--- config.mk ---
export PLATFORM = sky130hd
export DESIGN_NAME = frame_draw_sequencer_flat
export DESIGN_NICKNAME = d
export VERILOG_FILES = /design/src/rtl/frame_draw_sequencer_if.sv /design/src/rtl/frame_draw_sequencer.sv /design/src/flat_wrapper.sv
export SDC_FILE = /design/constraint.sdc
export NUM_CORES = 1
export LEC_CHECK = 0
export BUFFER_PORTS_ARGS = -buffer_cell sky130_fd_sc_hd__buf_2
export CAP_MARGIN = 10
export CELL_PAD_IN_SITES_DETAIL_PLACEMENT = 0
export CELL_PAD_IN_SITES_GLOBAL_PLACEMENT = 1
export CORE_ASPECT_RATIO = 1.5
export CORE_MARGIN = 4
export CORE_UTILIZATION = 35
export CTS_BUF_LIST = sky130_fd_sc_hd__clkbuf_4
export CTS_CLUSTER_DIAMETER = 120
export DETAILED_ROUTE_END_ITERATION = 8
export GPL_ROUTABILITY_DRIVEN = 1
export PLACE_DENSITY = 0.69
export REMOVE_ABC_BUFFERS = 1
export SKIP_LAST_GASP = 1
export SYNTH_ARGS = -nofsm -noshare
export SYNTH_HDL_FRONTEND = slang
export SYNTH_SLANG_ARGS = --single-unit
--- constraint.sdc ---
create_clock -name clk -period 3.8 [get_ports clk]
set_clock_uncertainty 0.15 [all_clocks]
set_input_delay 0.57 -clock clk [delete_from_list [all_inputs] [get_ports clk]]
set_output_delay 0.57 -clock clk [all_outputs]
set_load 0.02 [all_outputs]
--- src/rtl/frame_draw_sequencer_if.sv ---
// Bundles the game-FSM handshake, the snake segment read port and the VGA pixel
// bus of frame_draw_sequencer. The sequencer is the slave; its environment is the master.
interface frame_draw_sequencer_if;
  logic       start;
  logic [7:0] apple_x;
  logic [6:0] apple_y;
  logic [7:0] snake_size;
  logic [6:0] seg_idx;
  logic [7:0] seg_x;
  logic [6:0] seg_y;
  logic [7:0] x;
  logic [6:0] y;
  logic [2:0] colour;
  logic       plot;
  logic       busy;
  logic       done;

  modport master (
    output start, apple_x, apple_y, snake_size, seg_x, seg_y,
    input  seg_idx, x, y, colour, plot, busy, done
  );

  modport slave (
    input  start, apple_x, apple_y, snake_size, seg_x, seg_y,
    output seg_idx, x, y, colour, plot, busy, done
  );
endinterface

--- src/rtl/frame_draw_sequencer.sv ---
// Redraws a full game frame (clear, walls, apple, snake) into the VGA framebuffer,
// one registered pixel per cycle, between a start pulse and a single-cycle done.
module frame_draw_sequencer #(
  parameter int         SCREEN_W = 160,
  parameter int         SCREEN_H = 120,
  parameter int         WALL_T   = 2,
  parameter int         MAX_LEN  = 128,
  parameter logic [2:0] C_BG     = 3'b000,
  parameter logic [2:0] C_WALL   = 3'b111,
  parameter logic [2:0] C_APPLE  = 3'b100,
  parameter logic [2:0] C_HEAD   = 3'b110,
  parameter logic [2:0] C_BODY   = 3'b010
) (
  input  logic                   clk,
  input  logic                   resetn,
  frame_draw_sequencer_if.slave  bus
);

  localparam logic [7:0] W8        = 8'(SCREEN_W);
  localparam logic [6:0] H7        = 7'(SCREEN_H);
  localparam logic [7:0] X_LAST    = 8'(SCREEN_W - 1);
  localparam logic [6:0] Y_LAST    = 7'(SCREEN_H - 1);
  localparam logic [7:0] X_WALL_L  = 8'(WALL_T - 1);
  localparam logic [7:0] X_WALL_R  = 8'(SCREEN_W - WALL_T);
  localparam logic [6:0] Y_WALL_T  = 7'(WALL_T - 1);
  localparam logic [6:0] Y_WALL_B  = 7'(SCREEN_H - WALL_T);
  localparam logic [6:0] Y_V_FIRST = 7'(WALL_T);
  localparam logic [6:0] Y_V_LAST  = 7'(SCREEN_H - WALL_T - 1);
  localparam logic [7:0] MAX8      = 8'(MAX_LEN);

  typedef enum logic [2:0] {IDLE, CLEAR, WALL_H, WALL_V, APPLE, SNAKE, FIN} state_t;

  state_t     state_q, state_d;
  logic [7:0] x_q, x_d;
  logic [6:0] y_q, y_d;
  logic [2:0] colour_q, colour_d;
  logic       plot_q, plot_d;
  logic       busy_q, busy_d;
  logic       done_q, done_d;
  logic [6:0] seg_idx_q, seg_idx_d;
  logic [7:0] apple_x_q, apple_x_d;
  logic [6:0] apple_y_q, apple_y_d;
  logic [7:0] len_q, len_d;
  logic [7:0] seg_cnt_q, seg_cnt_d;

  logic       apple_on;
  logic       seg_on;
  logic [7:0] seg_next;

  assign apple_on = (apple_x_q < W8) && (apple_y_q < H7);
  assign seg_on   = (bus.seg_x < W8) && (bus.seg_y < H7);
  assign seg_next = seg_cnt_q + 8'd2;

  // Outputs are registered with lookahead: state_q names the phase whose pixel is
  // on x/y/colour this cycle, and x_q/y_q double as the raster counters.
  always_comb begin
    state_d   = state_q;
    x_d       = x_q;
    y_d       = y_q;
    colour_d  = colour_q;
    plot_d    = 1'b0;
    busy_d    = busy_q;
    done_d    = 1'b0;
    seg_idx_d = seg_idx_q;
    apple_x_d = apple_x_q;
    apple_y_d = apple_y_q;
    len_d     = len_q;
    seg_cnt_d = seg_cnt_q;

    case (state_q)
      IDLE: begin
        if (bus.start) begin
          state_d   = CLEAR;
          apple_x_d = bus.apple_x;
          apple_y_d = bus.apple_y;
          len_d     = (bus.snake_size > MAX8) ? MAX8 : bus.snake_size;
          x_d       = '0;
          y_d       = '0;
          colour_d  = C_BG;
          plot_d    = 1'b1;
          busy_d    = 1'b1;
        end
      end

      CLEAR: begin
        plot_d   = 1'b1;
        colour_d = C_BG;
        if (x_q != X_LAST) begin
          x_d = x_q + 8'd1;
        end else if (y_q != Y_LAST) begin
          x_d = '0;
          y_d = y_q + 7'd1;
        end else begin
          state_d  = WALL_H;
          x_d      = '0;
          y_d      = '0;
          colour_d = C_WALL;
        end
      end

      // Top rows then bottom rows: the row counter jumps over the playfield.
      WALL_H: begin
        plot_d   = 1'b1;
        colour_d = C_WALL;
        if (x_q != X_LAST) begin
          x_d = x_q + 8'd1;
        end else if (y_q == Y_LAST) begin
          state_d = WALL_V;
          x_d     = '0;
          y_d     = Y_V_FIRST;
        end else begin
          x_d = '0;
          y_d = (y_q == Y_WALL_T) ? Y_WALL_B : y_q + 7'd1;
        end
      end

      WALL_V: begin
        colour_d = C_WALL;
        plot_d   = 1'b1;
        if (x_q == X_WALL_L) begin
          x_d = X_WALL_R;
        end else if (x_q != X_LAST) begin
          x_d = x_q + 8'd1;
        end else if (y_q != Y_V_LAST) begin
          x_d = '0;
          y_d = y_q + 7'd1;
        end else begin
          state_d = APPLE;
          plot_d  = apple_on;
          if (apple_on) begin
            x_d      = apple_x_q;
            y_d      = apple_y_q;
            colour_d = C_APPLE;
          end else begin
            colour_d = colour_q;
          end
        end
      end

      // Index 0 is already on seg_idx here, so segment 0 data arrives in the first SNAKE cycle.
      APPLE: begin
        if (len_q == 8'd0) begin
          state_d = FIN;
          done_d  = 1'b1;
          busy_d  = 1'b0;
        end else begin
          state_d   = SNAKE;
          seg_cnt_d = '0;
          seg_idx_d = (len_q > 8'd1) ? 7'd1 : 7'd0;
        end
      end

      SNAKE: begin
        if (seg_cnt_q == len_q) begin
          state_d   = FIN;
          done_d    = 1'b1;
          busy_d    = 1'b0;
          seg_idx_d = '0;
        end else begin
          seg_cnt_d = seg_cnt_q + 8'd1;
          if (seg_next < len_q) begin
            seg_idx_d = seg_next[6:0];
          end
          plot_d = seg_on;
          if (seg_on) begin
            x_d      = bus.seg_x;
            y_d      = bus.seg_y;
            colour_d = (seg_cnt_q == 8'd0) ? C_HEAD : C_BODY;
          end
        end
      end

      FIN: begin
        state_d = IDLE;
      end

      default: begin
        state_d = IDLE;
        busy_d  = 1'b0;
      end
    endcase
  end

  always_ff @(posedge clk or negedge resetn) begin
    if (!resetn) begin
      state_q   <= IDLE;
      x_q       <= '0;
      y_q       <= '0;
      colour_q  <= '0;
      plot_q    <= 1'b0;
      busy_q    <= 1'b0;
      done_q    <= 1'b0;
      seg_idx_q <= '0;
      apple_x_q <= '0;
      apple_y_q <= '0;
      len_q     <= '0;
      seg_cnt_q <= '0;
    end else begin
      state_q   <= state_d;
      x_q       <= x_d;
      y_q       <= y_d;
      colour_q  <= colour_d;
      plot_q    <= plot_d;
      busy_q    <= busy_d;
      done_q    <= done_d;
      seg_idx_q <= seg_idx_d;
      apple_x_q <= apple_x_d;
      apple_y_q <= apple_y_d;
      len_q     <= len_d;
      seg_cnt_q <= seg_cnt_d;
    end
  end

  assign bus.x       = x_q;
  assign bus.y       = y_q;
  assign bus.colour  = colour_q;
  assign bus.plot    = plot_q;
  assign bus.busy    = busy_q;
  assign bus.done    = done_q;
  assign bus.seg_idx = seg_idx_q;

endmodule

--- src/flat_wrapper.sv ---
// flat-port wrapper written by rule: the top's interface ports become plain ports
module frame_draw_sequencer_flat 
#(
  parameter int         SCREEN_W = 160,
  parameter int         SCREEN_H = 120,
  parameter int         WALL_T   = 2,
  parameter int         MAX_LEN  = 128,
  parameter logic [2:0] C_BG     = 3'b000,
  parameter logic [2:0] C_WALL   = 3'b111,
  parameter logic [2:0] C_APPLE  = 3'b100,
  parameter logic [2:0] C_HEAD   = 3'b110,
  parameter logic [2:0] C_BODY   = 3'b010
)
  (clk, resetn, bus_start, bus_apple_x, bus_apple_y, bus_snake_size, bus_seg_x, bus_seg_y, bus_seg_idx, bus_x, bus_y, bus_colour, bus_plot, bus_busy, bus_done);
  frame_draw_sequencer_if bus_i ();
  input  logic clk;
  input  logic resetn;
  input wire logic [$bits(bus_i.start)-1:0] bus_start;
  input wire logic [$bits(bus_i.apple_x)-1:0] bus_apple_x;
  input wire logic [$bits(bus_i.apple_y)-1:0] bus_apple_y;
  input wire logic [$bits(bus_i.snake_size)-1:0] bus_snake_size;
  input wire logic [$bits(bus_i.seg_x)-1:0] bus_seg_x;
  input wire logic [$bits(bus_i.seg_y)-1:0] bus_seg_y;
  output wire logic [$bits(bus_i.seg_idx)-1:0] bus_seg_idx;
  output wire logic [$bits(bus_i.x)-1:0] bus_x;
  output wire logic [$bits(bus_i.y)-1:0] bus_y;
  output wire logic [$bits(bus_i.colour)-1:0] bus_colour;
  output wire logic [$bits(bus_i.plot)-1:0] bus_plot;
  output wire logic [$bits(bus_i.busy)-1:0] bus_busy;
  output wire logic [$bits(bus_i.done)-1:0] bus_done;
  assign bus_i.start = bus_start;
  assign bus_i.apple_x = bus_apple_x;
  assign bus_i.apple_y = bus_apple_y;
  assign bus_i.snake_size = bus_snake_size;
  assign bus_i.seg_x = bus_seg_x;
  assign bus_i.seg_y = bus_seg_y;
  assign bus_seg_idx = bus_i.seg_idx;
  assign bus_x = bus_i.x;
  assign bus_y = bus_i.y;
  assign bus_colour = bus_i.colour;
  assign bus_plot = bus_i.plot;
  assign bus_busy = bus_i.busy;
  assign bus_done = bus_i.done;
  frame_draw_sequencer #(.SCREEN_W(SCREEN_W), .SCREEN_H(SCREEN_H), .WALL_T(WALL_T), .MAX_LEN(MAX_LEN), .C_BG(C_BG), .C_WALL(C_WALL), .C_APPLE(C_APPLE), .C_HEAD(C_HEAD), .C_BODY(C_BODY)) u_core (.clk(clk), .resetn(resetn), .bus(bus_i));
endmodule
==> run metrics, run 1 <==
mux cell area share after synthesis between 4 and 5%; Total Nets Final between 500 and 600; HP Class primary input to async pin; CTS Buffer Depth 2; fmax 328 MHz; ANT nets after route 0; slew at the pin closest to its max-slew limit 1.01 ns; largest net degree at the start of global routing 63; Synth Area in Compound Gates between 15 and 20%; vias in the first global route around 3,700; Synth Area in Simple Gates a little under a quarter; outcome finished clean; met1 usage in global routing just over 20%; # DRC 0; XOR/XNOR Fraction of Synth Area between 4 and 5%; Routed WL 11.1 mm; Setup-failing EPs final 0; insertion delay to the later sink of the worst-skew pair around 0.41 ns; final hold violation count 0; H-Tree Depth 3; root buf cell clkbuf_4; WHS between 0.15 and 0.2 ns; Tmin final 3.05 ns; Inserted Diodes 0; syn_area_per_cell approximately 9 sq um; leakage between 2 and 2.5 nW; worst rel slew slack 32.7%; Util after Layout approximately two fifths; R2R depth 8; synth warn 0; core area ~11,000 sq um; Die W 94.5 microns; adder-cell area share of the yosys netlist about 4.8%; Design Area, Final between 4000 and 5000 sq um; RD Place Congestion 0.921; placed cell count ~640; cts bufs inserted 9; CTS Hold Bufs 0; CTS sink cnt 62; TritonRoute pass-1 iters 4; CP required about 3.9 ns; setup TNS 0 ns; GRT Overall Usage a little under a fifth; Worst Setup Path Type flip-flop to flip-flop; Post-synth EDFFs 0; Top FF cell, synth dfrtp_1; grt met2 use around 33%; RR Startpoint u_core.seg_cnt_q[2]; critical path endpoint category flip-flop; post-CTS setup buffers 0; Slew Viols, Final 0; die area roughly 13,000 sq um; die height between 100 and 150 microns; number of library cell types mapped by synthesis 65; final period utilization between 80% and 90%; CP max FO 8; largest family of logic cells by synthesized area simple AND/OR/NAND/NOR gates; share of post-route cells with drive strength above 1 22.9%; Post-Syn Instances roughly 440; Non-Filler Instances 650; Worst VDD drop ~0.15 mV; Most Crowded Layer GR met2; Starting Density a little over a third; first-pass GRT wire length 18.1 mm; unrepaired setup endpoints after global routing no; met3 Use GR about 3.6%; power per cell area around 330 nW/um^2; post-synthesis cell area approximately 3900 sq um; Clock Pin Slew Worst Setup and Hold Paths 0.10 ns; count of maximum capacitance violations 0; CTS tree done; DP Area 4390 sq um; routed len/inst ~17 microns; row count 47; post-synthesis sequential area ratio 39.5%; WP data arrival ~3.2 ns; antenna violations before repair 0; Resize count post-CTS 0; post-synthesis register bit count 62; grt total ovfl 0; First DRT Iteration DRCs about 150; I/O pin cnt between 60 and 70; Area Growth Syn to Fin 14.5%; Reg2Reg Setup Slack around 0.75 ns; dpl hpwl 8.45 mm; Port-buffer cells between 60 and 70; Vias per Instance between 5 and 6; Async SR Flop Fraction between 90% and 100%; via count about 3,400; Worst Setup Start Kind flip-flop; capturing point of the worst reg2reg path u_core.bus.seg_idx[0]
==> worst max-delay path by stage <==
| stage | from | depth (start not counted) | to |
|---|---|---|---|
| global route | u_core.seg_cnt_q[2] | 8 | u_core.bus.seg_idx[1] |
| global placement | u_core.seg_cnt_q[2] | 8 | u_core.bus.seg_idx[0] |
| floorplan | u_core.state_q[0] | 2 | u_core.len_q[1] |
| finish | u_core.seg_cnt_q[2] | 8 | u_core.bus.seg_idx[0] |
| CTS | u_core.seg_cnt_q[2] | 8 | u_core.bus.seg_idx[0] |
| detailed placement | u_core.seg_cnt_q[2] | 8 | u_core.bus.seg_idx[0] |
==> metrics by stage <==
step	total power [mW]	worst slack, ns
3_3_place_gp	1.11	0.887
2_1_floorplan	0.988	0.334
5_1_grt	1.59	0.519
6_report	1.48	0.749
3_5_place_dp	1.11	0.765
4_1_cts	1.50	0.743
==> cell families (layout without fill, tap and decap cells) <==
family / Yosys count / count (layout)
simple gates: 183 / 183
xor+xnor: 19 / 19
compound gates: 99 / 99
mux: 15 / 15
buf+inv: 42 / 110
flops: 62 / 62
fa+ha+maj: 15 / 15
==> final cells by class <==
cell class                 count  area (sq um)
clock buffer                  12          90.1
multi-input combinational    331          2190
fill                        1165          6500
tap                          147           184
clock inverter                 3          12.5
inverter                      21          78.8
timing repair buffer          74           385
sequential                    62          1550
==> state kept, by name, summed over array words and instances (netlist names), 3 cells and up <==
name                count
u_core.apple_x_q        8
u_core.apple_y_q        7
u_core.bus.colour       3
u_core.bus.seg_idx      7
u_core.bus.x            8
u_core.bus.y            7
u_core.len_q            8
u_core.seg_cnt_q        8
u_core.state_q          3
==> critical path, stage by stage, from the launching register on <==
cell	delay (ns)
dfrtp_1	0.50
ha_1	0.25
and3_1	0.22
xor2_1	0.20
ha_1	0.27
a2111oi_0	0.35
o21ai_0	0.23
a31oi_4	0.43
mux2_4	0.34
==> routing by layer <==
layer  share of wire (%)  up-vias  routed length, microns
li1                    -     1684                       -
met1                  39     1655                    4340
met2                  56       62                    6170
met3                 3.4       16                     378
met4                 1.8        0                     204
met5                   0        -                       0
==> synth_stat cells (all sizes together), types with 3 or more instances <==
cell type	number	area [sq um]
o22ai	3	18.8
nand3	16	85.1
nand4	6	37.5
a221oi	7	61.3
nor2b	5	31.3
nor3	11	76.3
nor4	7	73.8
a21o	3	22.5
nand3b	9	67.6
a31oi	5	61.3
dfrtp	62	1550
o21ai	32	171
nand2b	5	31.3
mux2i	5	50.1
inv	21	78.8
and2	4	25.0
o21bai	3	22.5
nand2	77	289
a21oi	16	80.1
clkbuf	8	31.3
o21a	4	30.0
o31ai	4	30.0
and3	4	25.0
mux2	10	139
buf	13	78.8
xor2	17	149
nor2	30	113
ha	15	188
==> report_power, final <==
part / internal [mW] / switching, mW
logic: 0.141 / 0.169
clock network: 0.148 / 0.235
registers: 0.709 / 0.0787
==> placed cells by master (no fill, tap or decap), types with 15 or more instances in the layout <==
cell type  instances
ha_1              15
nand3_1           15
dfrtp_1           62
a21oi_1           16
nand2_1           77
buf_2             68
o21ai_0           31
nor2_1            30
inv_1             19
xor2_1            17
No activity file was read; power rests on OpenSTA's default activity.
==> run 2: changes to the inputs <==
- PLACE_DENSITY: 0.69 -> 0.72
- clock period: 3.8 -> 2.7 ns (I/O delays scaled with it)
==> run 2 against run 1 <==
  * Combinational power grew 48%
  * Routed wire length grew 2.7%
  * Clock power grew 65%
  * Register-to-register slack lost 0.64 ns
  * Cell area grew 7.4%
  * Hold slack lost 0.16 ns
  * Critical endpoint is now u_core.bus.seg_idx[4]
  * Highest routed layer unchanged
==> run metrics, run 2 (synthesized netlist as in run 1, its figures left out) <==
outcome finished clean; ANT nets after route 0; first-pass GRT wire length between 15 and 20 mm; CTS tree done; Worst Setup Path Type flip-flop to flip-flop; TritonRoute pass-1 iters 5; insertion delay to the later sink of the worst-skew pair between 0.4 and 0.5 ns; CTS Buffer Depth 2; Worst VDD drop around 0.22 mV; row count 47; Worst Setup Start Kind flip-flop; CP required ~2.9 ns; Setup WS post-layout about 0.10 ns; Reg area 1550 sq um; Hold Path Cell Cnt 3; Setup-failing EPs final 0; die area between 10,000 and 15,000 sq um; cts bufs inserted 9; # DRC 0; Place WS -0.109 ns; Area Growth Syn to Fin 22.9%; antenna violations before repair 1; largest net degree at the start of global routing 35; most common cell after layout, fill and taps aside nand2_1; slew at the pin closest to its max-slew limit slightly above 0.7 ns; setup TNS 0 ns; root buf cell clkbuf_4; critical path endpoint category flip-flop; WP data arrival between 2 and 3 ns; unrepaired setup endpoints after global routing no; fill count 1,130; grt total ovfl 0; Total Nets Final around 580; Die W about 94 microns; Slew Viols, Final 0; leakage about 2.2 nW; I/O pin cnt 69; fmax 385 MHz; GRT Overall Usage a little under a fifth; area of the multi-input gates 2240 sq um; Starting Density between 30% and 40%; Clock Pin Slew Worst Setup and Hold Paths 0.10 ns; CTS sink cnt a little over 60; post-CTS setup buffers 0; Vias per Instance 5.28; Routed WL about 11 mm; share of post-route cells with drive strength above 1 ~27%; die height about 140 microns; dpl hpwl 8.73 mm; power per cell area roughly 460 nW/um^2; final period utilization between 90% and 100%; most frequent cells in the layout 77 x nand2_1, 68 x buf_2, 62 x dfrtp_1; vias in the first global route ~3,600; count of maximum capacitance violations 0; Tmin final between 2 and 3 ns; core area around 11,000 sq um; Port-buffer cells between 60 and 70; First DRT Iteration DRCs 144; CP max FO 7; final hold violation count 0; H-Tree Depth 3; via count 3,578; R2R depth 10; routed len/inst between 15 and 20 microns; worst rel slew slack approximately half; HP Class primary input to flip-flop; RD Place Congestion approximately 0.89
## run 2: cell types whose count changed in the layout (fill, tap and decap cells not counted), sizes merged
cell / before / now
buf: 74 / 92
bufinv: 0 / 1
clkbuf: 12 / 10
clkinv: 3 / 1
clkinvlp: 0 / 2
diode: 0 / 1
dlygate4sd3: 0 / 10
## run 2: worst max-delay path: stages (launching register included)
cell and delay [ns]:
dfrtp_1 0.37, ha_2 0.22, and3_4 0.22, and3_4 0.19, xor2_1 0.18, ha_1 0.28, a21oi_2 0.16, o21ai_2 0.09
a31oi_4 0.16, buf_12 0.15, mux2_4 0.30
## run 2: per-stage QoR
step           util, %  cell area, sq um  hold slack [ns]  cells  total power, mW
6_report          43.9              4820           0.0368    678             2.20
5_1_grt           43.9              4820           0.0105    678             2.34
4_1_cts           43.4              4770          0.00360    676             2.22
3_5_place_dp      41.4              4550            0.313    653             1.57
3_3_place_gp      41.4              4550            0.309    653             1.56
2_1_floorplan        -              3810          -0.0406    414             1.39
## run 2: cell type report
cell class,count,share of cell area (%)
Antenna cell,1,0.0519
Clock buffer,10,1.56
Clock inverter,4,1.04
Inverter,21,1.63
Multi-Input combinational cell,331,46.4
Sequential cell,62,32.2
Tap cell,147,3.81
Timing Repair Buffer,102,13.4
## run 2: power breakdown
group / internal [mW] / leakage, nW / total, mW / switching [mW]
combinational: 0.214 / 1.37 / 0.460 / 0.247
clock: 0.281 / 0.0644 / 0.633 / 0.352
sequential: 0.998 / 0.775 / 1.11 / 0.107
## run 2: what timing repair did
action	in CTS	in global routing
gates resized for setup	4	8
pin swaps	0	3
hold buffers	9	1
endpoints found under the setup margin	5	6
hold endpoints to repair	36	1
cloned	0	0
## run 2: worst paths after layout
kind                                            from                     to  slack, ns
worst min register to register  u_core.bus.colour[0]   u_core.bus.colour[0]       0.33
worst max-delay path             u_core.seg_cnt_q[1]  u_core.bus.seg_idx[4]       0.10
min in group asynchronous                     resetn  u_core.bus.seg_idx[6]       0.42
worst max register to register   u_core.seg_cnt_q[1]  u_core.bus.seg_idx[4]       0.10
worst min-delay path                  bus_apple_y[3]    u_core.apple_y_q[3]       0.04
max in group asynchronous                     resetn   u_core.bus.colour[0]       1.36
## run 2: layer usage
metal / wire, microns / track usage (%)
met5: 0 / 0
met4: 455 / 9.87
met3: 456 / 3.61
met2: 6050 / 32.5
met1: 4420 / 20.5
==> run 3: changes to the inputs <==
- PLACE_DENSITY: 0.72 -> not set
- PLACE_DENSITY_LB_ADDON: not set -> 0.25
==> run 3 against run 2 <==
  * Cell area is 0.23% lower
  * Combinational power hardly changed
  * Hold slack worse by 0.034 ns
  * Non-clock buffer count is 3 lower
  * Flip-flop and latch count stayed put
==> run metrics, run 3 (synthesized netlist as in run 1, its figures left out) <==
outcome finished clean; R2R depth 9; most common cell after layout, fill and taps aside nand2_1; setup TNS 0 ns; WP data arrival between 2 and 3 ns; Vias per Instance 5.17; via count roughly 3,500; Place WS -0.100 ns; Tmin final around 2.7 ns; Port-buffer cells between 60 and 70; Total Nets Final slightly below 600; worst rel slew slack 45.4%; RR Startpoint u_core.seg_cnt_q[2]; first-pass GRT wire length 18.0 mm; Clock Pin Slew Worst Setup and Hold Paths between 0.1 and 0.15 ns; CTS tree done; most frequent cells in the layout 77 x nand2_1, 68 x buf_2, 62 x dfrtp_1; I/O pin cnt 69; antenna violations before repair 1; # DRC 0; Slew Viols, Final 0; core area between 10,000 and 15,000 sq um; TritonRoute pass-1 iters 4; Setup-failing EPs final 0; First DRT Iteration DRCs between 200 and 250; Reg2Reg Setup Slack 0.02 ns; routed len/inst 16.5 microns; unrepaired setup endpoints after global routing yes; final hold violation count 0; root buf cell clkbuf_4; final period utilization around 99%; fmax approximately 370 MHz; Die W around 94 microns; die height approximately 140 microns; H-Tree Depth 3; die area about 13,000 sq um; Worst Setup Start Kind flip-flop; largest net degree at the start of global routing 63; CP required roughly 2.9 ns; Non-Filler Instances a little under 700; power per cell area 481 nW/um^2; CTS Buffer Depth 2; RD Place Congestion between 0.9 and 1; Area Growth Syn to Fin 22.6%; count of maximum capacitance violations 0; CP max FO 6; Starting Density between 30% and 40%; Worst VDD drop between 0.2 and 0.3 mV; Worst Setup Path Type flip-flop to flip-flop; vias in the first global route 3,585; dpl hpwl around 8.4 mm; Routed WL roughly 11 mm; insertion delay to the later sink of the worst-skew pair around 0.42 ns; HP Class primary input to async pin; GRT Overall Usage 18.2%; row count 47; cts bufs inserted 9; slew at the pin closest to its max-slew limit 0.819 ns; ANT nets after route 0; grt total ovfl 0; CTS sink cnt 62; critical path endpoint category flip-flop; share of post-route cells with drive strength above 1 26.1%; Setup WS post-layout 0.0173 ns; capturing point of the worst reg2reg path u_core.bus.seg_idx[4]; leakage ~2.2 nW; placed cell count 650
[run 3: layer usage]
layer | track usage, % | part of all wire [%]
met1 | 20.6 | 40
met2 | 33.1 | 55
met3 | 3.28 | 2.9
met4 | 7.62 | 2.6
met5 | 0 | 0
[run 3: worst max path at each step]
stage / from / end / slack [ns] / depth (start not counted)
4_1_cts: u_core.seg_cnt_q[1] / u_core.bus.seg_idx[4] / 0.01 / 9
6_report: u_core.seg_cnt_q[2] / u_core.bus.seg_idx[4] / 0.02 / 9
3_3_place_gp: u_core.seg_cnt_q[1] / u_core.bus.seg_idx[3] / -0.05 / 8
3_5_place_dp: u_core.seg_cnt_q[1] / u_core.bus.seg_idx[3] / -0.10 / 8
2_1_floorplan: u_core.state_q[0] / u_core.len_q[1] / -0.77 / 2
5_1_grt: u_core.seg_cnt_q[2] / u_core.bus.seg_idx[1] / -0.07 / 9
[run 3: final cells by class]
| class | instances | area (sq um) |
|---|---|---|
| antenna | 1 | 2.50 |
| multi-input combinational | 331 | 2230 |
| clock inverter | 5 | 73.8 |
| sequential | 62 | 1550 |
| tap | 147 | 184 |
| clock buffer | 11 | 82.6 |
| fill | 1140 | 6180 |
| inverter | 21 | 78.8 |
| timing repair buffer | 99 | 609 |
[run 3: metrics by stage]
step           hold slack (ns)  cell area (sq um)  util, %  power, mW
6_report               0.00226               4810     43.8       2.32
5_1_grt                0.00227               4810     43.8       2.45
4_1_cts                0.00322               4760     43.3       2.34
3_5_place_dp             0.316               4500     40.9       1.57
3_3_place_gp             0.311               4500     40.9       1.56
2_1_floorplan          -0.0406               3810        -       1.39
[run 3: worst max-delay path: stages (launching register included)]
cell and delay (ns):
dfrtp_1 0.43, ha_4 0.18, and3_4 0.18, xor2_1 0.16, ha_1 0.36, a2111oi_4 0.39
o21ai_2 0.12, a31oi_4 0.17, buf_12 0.15, mux2_4 0.29
[run 3: report_power, final]
part | total [mW] | leakage (nW) | switching [mW] | internal [mW]
clock | 0.754 | 0.0883 | 0.363 | 0.391
sequential | 1.11 | 0.775 | 0.107 | 0.998
combinational | 0.457 | 1.36 | 0.247 | 0.210
[run 3: repair_timing]
action / in CTS / in global routing
setup buffers: 1 / 1
gates resized for setup: 2 / 7
setup endpoints to repair: 7 / 7
hold buffers: 8 / 0
hold endpoints to repair: 8 / 0
pin swaps: 1 / 4
